--- config.mk ---
export PLATFORM = sky130hd
export DESIGN_NAME = pipeline_stage_register
export DESIGN_NICKNAME = d
export VERILOG_FILES = /design/src/rtl/pipeline_pkg.sv /design/src/rtl/pipeline_entry.sv /design/src/rtl/pipeline_stage_register.sv
export SDC_FILE = /design/constraint.sdc
export NUM_CORES = 1
export LEC_CHECK = 0
export ABC_AREA = 0
export CORE_UTILIZATION = 53
export CTS_CLUSTER_SIZE = 40
export DETAILED_ROUTE_END_ITERATION = 16
export PLACE_DENSITY = 0.86
export REMOVE_ABC_BUFFERS = 1
export SLEW_MARGIN = 20
export SYNTH_ARGS = -nofsm -noshare
export SYNTH_HDL_FRONTEND = slang
export SYNTH_SLANG_ARGS = --single-unit
--- constraint.sdc ---
create_clock -name clk -period 3.3 [get_ports clk]
set_input_delay 0.66 -clock clk [delete_from_list [all_inputs] [get_ports clk]]
set_output_delay 0.66 -clock clk [all_outputs]
set_load 0.02 [all_outputs]
--- src/rtl/pipeline_pkg.sv ---
// Shared types and default field widths for the MIPS pipeline stage registers.
// The occupancy enum doubles as the externally visible entry count.
package pipeline_pkg;

  typedef enum logic [1:0] {
    EMPTY = 2'd0,
    ONE   = 2'd1,
    FULL  = 2'd2
  } occ_state_e;

  localparam int DECODE_EXECUTE_CTRL_WIDTH   = 24;
  localparam int DECODE_EXECUTE_DATA_WIDTH   = 128;
  localparam int EXECUTE_MEMORY_CTRL_WIDTH   = 16;
  localparam int EXECUTE_MEMORY_DATA_WIDTH   = 96;
  localparam int MEMORY_WRITEBACK_CTRL_WIDTH = 8;
  localparam int MEMORY_WRITEBACK_DATA_WIDTH = 64;
  localparam int DEFAULT_STALL_CNT_WIDTH     = 16;

  // Bubbles must never carry live control bits.
  function automatic logic mask_is_live(input logic valid);
    return valid;
  endfunction

endpackage

--- src/rtl/pipeline_entry.sv ---
// One {valid, ctrl, data} storage slot with load, drop and clear.
// Control is stored as zero whenever the slot holds no valid entry.
module pipeline_entry
  import pipeline_pkg::*;
#(
  parameter int CTRL_WIDTH = 24,
  parameter int DATA_WIDTH = 128,
  parameter int CLEAR_DATA = 1
) (
  input  logic                  clk,
  input  logic                  reset,
  input  logic                  clear_i,
  input  logic                  load_i,
  input  logic                  drop_i,
  input  logic                  valid_i,
  input  logic [CTRL_WIDTH-1:0] ctrl_i,
  input  logic [DATA_WIDTH-1:0] data_i,
  output logic                  valid_o,
  output logic [CTRL_WIDTH-1:0] ctrl_o,
  output logic [DATA_WIDTH-1:0] data_o
);

  logic                  valid_q, valid_d;
  logic [CTRL_WIDTH-1:0] ctrl_q, ctrl_d;
  logic [DATA_WIDTH-1:0] data_q, data_d;

  // Next-state selection: clear beats load, load beats drop.
  always_comb begin
    valid_d = valid_q;
    ctrl_d  = ctrl_q;
    data_d  = data_q;
    if (clear_i) begin
      valid_d = 1'b0;
      ctrl_d  = '0;
      if (CLEAR_DATA != 0) begin
        data_d = '0;
      end else begin
        data_d = data_q;
      end
    end else if (load_i) begin
      valid_d = valid_i;
      ctrl_d  = mask_is_live(valid_i) ? ctrl_i : '0;
      data_d  = data_i;
    end else if (drop_i) begin
      valid_d = 1'b0;
      ctrl_d  = '0;
    end else begin
      valid_d = valid_q;
    end
  end

  // Slot register with synchronous reset.
  always_ff @(posedge clk) begin
    if (reset) begin
      valid_q <= 1'b0;
      ctrl_q  <= '0;
      if (CLEAR_DATA != 0) begin
        data_q <= '0;
      end else begin
        data_q <= data_d;
      end
    end else begin
      valid_q <= valid_d;
      ctrl_q  <= ctrl_d;
      data_q  <= data_d;
    end
  end

  assign valid_o = valid_q;
  assign ctrl_o  = ctrl_q;
  assign data_o  = data_q;

endmodule

--- src/rtl/pipeline_stage_register.sv ---
// Generic valid/ready pipeline stage register with optional two-entry skid
// buffer, synchronous flush and a saturating stall counter.
module pipeline_stage_register
  import pipeline_pkg::*;
#(
  parameter int CTRL_WIDTH      = 24,
  parameter int DATA_WIDTH      = 128,
  parameter int SKID            = 1,
  parameter int CLEAR_DATA      = 1,
  parameter int STALL_CNT_WIDTH = 16
) (
  input  logic                       clk,
  input  logic                       reset,
  input  logic                       flush,
  input  logic                       in_valid,
  output logic                       in_ready,
  input  logic [CTRL_WIDTH-1:0]      in_ctrl,
  input  logic [DATA_WIDTH-1:0]      in_data,
  output logic                       out_valid,
  input  logic                       out_ready,
  output logic [CTRL_WIDTH-1:0]      out_ctrl,
  output logic [DATA_WIDTH-1:0]      out_data,
  output logic [1:0]                 occupancy,
  output logic [STALL_CNT_WIDTH-1:0] stall_count
);

  occ_state_e                 state_q, state_d;
  logic                       in_ready_q, in_ready_d;
  logic [STALL_CNT_WIDTH-1:0] stall_q, stall_d;

  logic                  in_fire, out_fire;
  logic                  main_load, main_drop, main_from_skid;
  logic                  skid_load, skid_clear;
  logic                  main_valid, skid_valid;
  logic [CTRL_WIDTH-1:0] main_ctrl, skid_ctrl, main_ctrl_in;
  logic [DATA_WIDTH-1:0] main_data, skid_data, main_data_in;
  logic                  main_valid_in;

  assign in_ready = (SKID != 0) ? in_ready_q : (~main_valid | out_ready);
  assign in_fire  = in_valid & in_ready;
  assign out_fire = main_valid & out_ready;

  // Occupancy FSM and entry steering; flush overrides normal traffic.
  always_comb begin
    state_d        = state_q;
    main_load      = 1'b0;
    main_drop      = 1'b0;
    main_from_skid = 1'b0;
    skid_load      = 1'b0;
    skid_clear     = 1'b0;
    if (flush) begin
      state_d    = EMPTY;
      skid_clear = 1'b1;
    end else if (SKID != 0) begin
      case (state_q)
        EMPTY: begin
          if (in_fire) begin
            state_d   = ONE;
            main_load = 1'b1;
          end else begin
            state_d = EMPTY;
          end
        end
        ONE: begin
          if (in_fire && out_fire) begin
            state_d   = ONE;
            main_load = 1'b1;
          end else if (in_fire) begin
            state_d   = FULL;
            skid_load = 1'b1;
          end else if (out_fire) begin
            state_d   = EMPTY;
            main_drop = 1'b1;
          end else begin
            state_d = ONE;
          end
        end
        FULL: begin
          if (out_fire) begin
            state_d        = ONE;
            main_load      = 1'b1;
            main_from_skid = 1'b1;
            skid_clear     = 1'b1;
          end else begin
            state_d = FULL;
          end
        end
        default: begin
          state_d = EMPTY;
        end
      endcase
    end else begin
      if (in_fire) begin
        state_d   = ONE;
        main_load = 1'b1;
      end else if (out_fire) begin
        state_d   = EMPTY;
        main_drop = 1'b1;
      end else begin
        state_d = state_q;
      end
    end
    in_ready_d = (state_d != FULL);
  end

  // Saturating stall counter; only reset clears it.
  always_comb begin
    stall_d = stall_q;
    if (main_valid && !out_ready && (stall_q != {STALL_CNT_WIDTH{1'b1}})) begin
      stall_d = stall_q + {{(STALL_CNT_WIDTH-1){1'b0}}, 1'b1};
    end else begin
      stall_d = stall_q;
    end
  end

  // Control state registers.
  always_ff @(posedge clk) begin
    if (reset) begin
      state_q    <= EMPTY;
      in_ready_q <= 1'b1;
      stall_q    <= '0;
    end else begin
      state_q    <= state_d;
      in_ready_q <= in_ready_d;
      stall_q    <= stall_d;
    end
  end

  assign main_valid_in = main_from_skid ? skid_valid : 1'b1;
  assign main_ctrl_in  = main_from_skid ? skid_ctrl  : in_ctrl;
  assign main_data_in  = main_from_skid ? skid_data  : in_data;

  pipeline_entry #(
    .CTRL_WIDTH (CTRL_WIDTH),
    .DATA_WIDTH (DATA_WIDTH),
    .CLEAR_DATA (CLEAR_DATA)
  ) u_main (
    .clk     (clk),
    .reset   (reset),
    .clear_i (flush),
    .load_i  (main_load),
    .drop_i  (main_drop),
    .valid_i (main_valid_in),
    .ctrl_i  (main_ctrl_in),
    .data_i  (main_data_in),
    .valid_o (main_valid),
    .ctrl_o  (main_ctrl),
    .data_o  (main_data)
  );

  if (SKID != 0) begin : g_skid
    pipeline_entry #(
      .CTRL_WIDTH (CTRL_WIDTH),
      .DATA_WIDTH (DATA_WIDTH),
      .CLEAR_DATA (CLEAR_DATA)
    ) u_skid (
      .clk     (clk),
      .reset   (reset),
      .clear_i (skid_clear),
      .load_i  (skid_load),
      .drop_i  (1'b0),
      .valid_i (1'b1),
      .ctrl_i  (in_ctrl),
      .data_i  (in_data),
      .valid_o (skid_valid),
      .ctrl_o  (skid_ctrl),
      .data_o  (skid_data)
    );
  end else begin : g_no_skid
    assign skid_valid = 1'b0;
    assign skid_ctrl  = '0;
    assign skid_data  = '0;
  end

  assign out_valid   = main_valid;
  assign out_ctrl    = main_valid ? main_ctrl : '0;
  assign out_data    = main_data;
  assign occupancy   = state_q;
  assign stall_count = stall_q;

endmodule

==> flow_summary_export.csv, run 1 <==
group,metric,value,unit
floorplanning,io_pins,329,
place,dpl.hpwl,23470,um
hold_path,holdPathStages,2,
setup_path,cp-startpoint,"u_main.valid_o$_SDFFE_PP0P_",
setup_path,cp-end-kind,"primary output",
floorplanning,dieHeight,160.4,um
setup_path,r2r-end,"u_main.data_o[99]$_SDFFE_PP0P_",
clock_tree,cts_hold_buffers,0,
synth,synth.area.mux_share,11.59,%
timing,finClkSkew,0.009541,ns
setup_path,slowest_delay,0.70,ns
clock_tree,clockBufferDepth,3,
timing,setup_violations,0,
global_route,grt_first_pass_wirelength,60500,um
timing,tightest_slew,0.6630,ns
route,dr.pass1.iters,6,
setup_path,timing.critical_path.buf_inv,2,
synth,synth_top_area_cell,"dfxtp_1",
layout,layout_commonest_cell,"clkdlybuf4s50_1",
hold_path,holdPathEnd,"g_skid.u_skid.data_o[109]$_SDFFE_PP0P_",
layout,area_growth,34.90,%
global_route,grt_pass1_vias,11710,
synth,synth_warnings,0,
setup_path,cp_cell_sequence,"buf_4, and2_1, clkdlybuf4s50_1",
synth,synthAdderAreaFrac,0.1882,%
place,dp.cells,2026,
synth,postSynthAreaPerCell,9.004,um^2
timing,setup_tns,0,ns
timing,relSlewSlack,55.80,%
synth,ys_ff_latch,325,
run,cap_violations,0,
floorplanning,die_w,160.4,um
floorplanning,row_count,57,
route,viasPerCell,5.752,
layout,drive_above_1_share,6.126,%
setup_path,critPathMaxFanout,16,
hold_path,hp-class,"reg -> reg",
layout,fin_area,17940,um^2
place,place_ws,0.5292,ns
power,ir_drop,0.0004058,V
clock_tree,cts.sinks,325,
synth,ys_seq_area_share,48.92,%
synth,synthDistinctLibCells,48,
synth,syn_inst,1477,
place,placement.io_buffers,328,
place,place_area,16810,um^2
place,gp_congestion,0.8320,
clock_tree,numCtsBuffers,36,
setup_path,rrSetupSlack,0.87,ns
setup_path,worstPathRequired,2.64,ns
timing,fin_crit_sh,86.82,%
global_route,grt_max_degree,131,
synth,yosys.area_share.xor_xnor,0.1976,%
floorplanning,dieArea,25730,um^2
hold_path,min_from,"g_skid.u_skid.data_o[109]$_SDFFE_PP0P_",
clock_tree,htree_levels,2,
setup_path,critPathLaunchType,"flip-flop",
layout,fin_util,73.34,%
power,p_per_area,497.4,nW/um^2
timing,finalCriticalPeriod,2.865,ns
layout,final_cells,2089,
clock_tree,insertion_delay,0.50,ns
clock_tree,cts_setup_buffers,0,
clock_tree,cts.clk_slew.worst_paths,0.05,ns
clock_tree,root_buffer,"clkbuf_16",
route,avgRoutedWirePerCell,17.92,um
timing,max_freq,349.0,MHz
synth,synthSimpleGateAreaFrac,17.44,%
clock_tree,cts_tree,"built",
power,leakagePower,6.893,nW
setup_path,crit_slowest_cell,"dfxtp_1",
floorplanning,start_util,54.37,%
timing,drv_slew,0,
floorplanning,fp.coreArea,24460,um^2
setup_path,critPathArrivalTime,2.21,ns
route,vias,12020,
setup_path,reg2regPathDepth,6,
layout,mostFrequentLayoutCells,"clkdlybuf4s50_1 (328), dfxtp_1 (325), nand2_1 (312)",
timing,fin_ws,0.4350,ns
layout,fillers,1750,
timing,finalHoldViolCount,0,
global_route,grt_use_total,28.45,%
global_route,grt-ovfl-total,0,
timing,grt_setup_unrepaired,"false",
setup_path,crit_family,"buffers and inverters",
route,drtAntennaViolNets,0,
synth,synth_compound_area_share,16.94,%
synth,synth_top_family_by_area,"simple AND/OR/NAND/NOR gates",
clock_tree,ctsResizeCount,0,
synth,synth_area,13300,um^2
setup_path,worstSetupPathType,"reg -> out",
synth,ys_top_cells_by_area,"dfxtp_1 (49%), mux2i_1 (12%), nand2_1 (8.8%)",
setup_path,rr_startpoint,"u_main.valid_o$_SDFFE_PP0P_",
route,wirelength,37440,um
global_route,antenna_found_initial,2,
route,drc_errors,0,
layout,fin_nets,1899,
outcome,status,"complete, no violations",
synth,yosysTopAreaCellShare,48.92,%
route,drt_iter0_drc,1017,
## layout make-up
class | instances | area, um^2 | area share (%)
tap | 324 | 405.4 | 2.260
multi-input combinational | 1017 | 6211 | 34.62
clock buffer | 54 | 1070 | 5.963
antenna | 2 | 5.005 | 0.02790
clock inverter | 7 | 60.06 | 0.3348
sequential | 325 | 6506 | 36.26
inverter | 4 | 15.01 | 0.08369
timing repair buffer | 356 | 3669 | 20.45
## metal layers
layer | vias to the layer above | part of all wire (%) | wire length [um] | GRT usage [%]
met1 | 5715 | 40 | 15010 | 34.46
li1 | 5754 | - | - | -
met4 | 0 | 5.1 | 1924 | 15.11
met3 | 121 | 6.6 | 2489 | 6.482
met5 | - | 0 | 0 | 0
met2 | 425 | 48 | 18020 | 47.03
## cells by family (layout without fill, tap and decap cells)
family          Yosys count  in the layout
mux                     154            154
fa+ha+maj                 2              2
simple gates            520            520
buf+inv                 135            421
flops                   325            325
xor+xnor                  3              3
other cells               0              2
compound gates          338            338
## per-stage QoR
stage               power [mW]  hold WS [ns]
floorplan                4.629        0.4249
global placement         5.146        0.4380
detailed placement       5.169        0.4412
CTS                      8.967        0.4534
global route             9.216        0.4635
finish                   8.924        0.4516
## how the worst max path moves through the flow
stage,depth (start not counted),slack (ns),to
floorplan,3,-5.33,g_skid.u_skid.valid_o$_SDFFE_PP0P_
global placement,7,0.59,u_main.data_o[10]$_SDFFE_PP0P_
detailed placement,7,0.53,u_main.data_o[102]$_SDFFE_PP0P_
CTS,3,0.43,out_ctrl[10]
global route,3,0.32,out_ctrl[3]
finish,3,0.43,out_ctrl[10]
## cells in the mapped netlist, drive strengths merged
cell,count
o21a,1
buf,89
nand4b,2
o2111ai,1
o31ai,5
nand2b,2
ha,2
and2,25
nor2b,2
nor4,2
inv,4
a21oi,164
dfxtp,325
o21ai,7
and2b,1
or2,3
nand3,5
o21ba,1
or4,4
mux2i,154
nand3b,1
xnor2,2
a21bo,1
and4,2
clkbuf,42
o2bb2ai,24
xor2,1
nor2,11
o211ai,2
nor3,131
and3,2
or3,7
nand4,7
o41ai,1
a2111oi,1
a211oi,129
o311ai,1
nand2,313
## worst register-to-register path, stage by stage (launching register included)
cell	delay (ns)
dfxtp_1	0.70
nand2_1	0.28
a21oi_4	0.24
buf_12	0.32
buf_4	0.39
nor3_1	0.12
a211oi_1	0.28
## flip-flops by register name, indices dropped and copies added (netlist names), 2 cells and up
signal,count
u_main.data_o,128
g_skid.u_skid.data_o,128
g_skid.u_skid.ctrl_o,24
occupancy,2
stall_count,16
u_main.ctrl_o,24
## power breakdown
group          switching, mW  internal [mW]
Clock                   1.53           2.31
Sequential            0.0606           4.03
Combinational          0.533          0.473
Total                   2.12           6.81
Power figures use the tool's default switching activity.
==> run 2: changes to the inputs <==
--- a/config.mk
+++ b/config.mk
@@ -6,10 +6,10 @@
 export NUM_CORES = 1
 export LEC_CHECK = 0
 export ABC_AREA = 0
-export CORE_UTILIZATION = 53
+export CORE_UTILIZATION = 30
 export CTS_CLUSTER_SIZE = 40
 export DETAILED_ROUTE_END_ITERATION = 16
-export PLACE_DENSITY = 0.86
+export PLACE_DENSITY = 0.54
 export REMOVE_ABC_BUFFERS = 1
 export SLEW_MARGIN = 20
 export SYNTH_ARGS = -nofsm -noshare
==> run 2 against run 1 <==
  * Die area rose by 76%
  * Sequential power barely moved
  * Register-to-register slack better by 0.37 ns
  * Cell count increased by 13%
  * Via count is 3.9% lower
  * First-iteration DRC count shrank 46%
  * Clock-buffer cell count did not move
  * Utilization decreased by 31 points
  * Critical path depth unchanged
  * Fmax up 4.1%
  * Clock power grew 17%
  * Sequential cell count did not move
  * Critical endpoint is now out_ctrl[18]
  * Largest cell class unchanged
==> flow_summary_export.csv, run 2 (same netlist as run 1, synthesis figures left out) <==
group,metric,value,unit
power,total_power,9.606,mW
clock_tree,cts.clk_slew.worst_paths,0.06,ns
route,drtAntennaViolNets,0,
route,drc_errors,0,
layout,fin_nets,1899,
place,place_ws,0.6096,ns
route,wirelength,41630,um
place,dpl.hpwl,25480,um
setup_path,timing.critical_path.buf_inv,2,
floorplanning,dieHeight,212.5,um
hold_path,hp-class,"reg -> reg",
layout,fin_area,18510,um^2
route,avgRoutedWirePerCell,17.68,um
setup_path,critPathLaunchType,"flip-flop",
timing,tightest_slew,0.9250,ns
outcome,status,"complete, no violations",
timing,relSlewSlack,38.33,%
setup_path,cp_cell_sequence,"buf_4, and2_1, clkdlybuf4s50_1",
setup_path,crit_slowest_cell,"clkdlybuf4s50_1",
clock_tree,insertion_delay,0.54,ns
layout,area_growth,39.19,%
global_route,antenna_found_initial,2,
layout,final_cells,2354,
timing,grt_setup_unrepaired,"false",
power,leakagePower,7.000,nW
floorplanning,start_util,30.67,%
setup_path,critPathArrivalTime,2.09,ns
power,ir_drop,0.0002977,V
place,place_area,17170,um^2
global_route,grt_use_total,17.83,%
global_route,grt_max_degree,82,
floorplanning,fp.coreArea,43360,um^2
floorplanning,die_w,212.5,um
clock_tree,root_buffer,"clkbuf_16",
layout,drive_above_1_share,6.621,%
global_route,grt-ovfl-total,0,
setup_path,worstSetupPathType,"reg -> out",
global_route,grt_pass1_vias,10880,
clock_tree,htree_levels,2,
place,dp.cells,2285,
timing,fin_crit_sh,83.37,%
timing,drv_slew,0,
floorplanning,row_count,76,
place,placement.io_buffers,328,
layout,mostFrequentLayoutCells,"clkdlybuf4s50_1 (328), dfxtp_1 (325), nand2_1 (312)",
timing,finClkSkew,0.008567,ns
route,drt_iter0_drc,554,
clock_tree,clockBufferDepth,3,
route,dr.pass1.iters,5,
floorplanning,dieArea,45180,um^2
setup_path,crit_family,"buffers and inverters",
clock_tree,cts_tree,"built",
clock_tree,cts_setup_buffers,0,
setup_path,slowest_delay,0.62,ns
run,cap_violations,0,
setup_path,worstPathRequired,2.64,ns
power,p_per_area,518.9,nW/um^2
timing,max_freq,363.5,MHz
clock_tree,cts.sinks,325,
timing,finalHoldViolCount,0,
clock_tree,numCtsBuffers,38,
route,viasPerCell,4.904,
setup_path,critPathMaxFanout,26,
clock_tree,cts_hold_buffers,0,
layout,layout_commonest_cell,"clkdlybuf4s50_1",
setup_path,cp-end-kind,"primary output",
timing,fin_ws,0.5486,ns
floorplanning,io_pins,329,
global_route,grt_first_pass_wirelength,63340,um
timing,setup_violations,0,
clock_tree,ctsResizeCount,0,
route,vias,11540,
place,gp_congestion,0.7906,
timing,finalCriticalPeriod,2.751,ns
==> run 2: changes by cell type in the layout (fill, tap and decap cells not counted) <==
cell / previous run / this run
buf_4: 14 / 8
clkbuf_1: 9 / 4
buf_12: 14 / 18
bufinv_16: 1 / 5
clkbuf_8: 8 / 11
clkbuf_16: 37 / 39
clkinvlp_4: 0 / 1
inv_6: 0 / 1
==> run 2: layout make-up <==
type,instances,area (um^2)
fillers,4252,24850
flip-flops and latches,325,6506
multi-input cells,1017,6211
repair buffers,354,3704
clock buffers,54,1142
well taps,585,732.0
clock inverters,13,196.4
inverters,4,15.01
diodes,2,5.005
==> run 2: worst reg2reg max path, cell delays in order (launching register included) <==
cell and delay, ns:
dfxtp_1 0.49, nand4b_4 0.23, buf_4 0.22, buf_12 0.43, mux2i_1 0.30, a211oi_1 0.30
==> run 2: final timing paths <==
path / start / slack [ns] / endpoint / cells after the start
setup / recovery: u_main.valid_o$_SDFFE_PP0P_ / 0.55 / out_ctrl[18] / 3
hold / removal: g_skid.u_skid.data_o[71]$_SDFFE_PP0P_ / 0.45 / g_skid.u_skid.data_o[71]$_SDFFE_PP0P_ / 2
setup reg to reg: occupancy[0]$_SDFF_PP0_ / 1.24 / u_main.data_o[33]$_SDFFE_PP0P_ / 5
hold reg to reg: g_skid.u_skid.data_o[71]$_SDFFE_PP0P_ / 0.45 / g_skid.u_skid.data_o[71]$_SDFFE_PP0P_ / 2
==> run 2: metrics by stage <==
stage	TNS, ns	utilization, %	hold WS, ns
detailed placement	0	39.59	0.4393
global route	0	42.69	0.4641
global placement	0	39.59	0.4373
floorplan	-1307.05	-	0.4249
finish	0	42.69	0.4513
CTS	0	42.68	0.4540
==> run 2: power breakdown <==
part / internal, mW / switching (mW) / leakage [nW] / total [mW]
clock: 2.80 / 1.70 / 0.663 / 4.49
sequential: 4.03 / 0.0569 / 2.64 / 4.08
combinational: 0.479 / 0.549 / 3.70 / 1.03
==> run 2: metal layers <==
layer,wire (um),track usage [%]
met5,0,0
met4,924,6.276
met3,2469,4.313
met2,19970,29.24
met1,18260,22.68
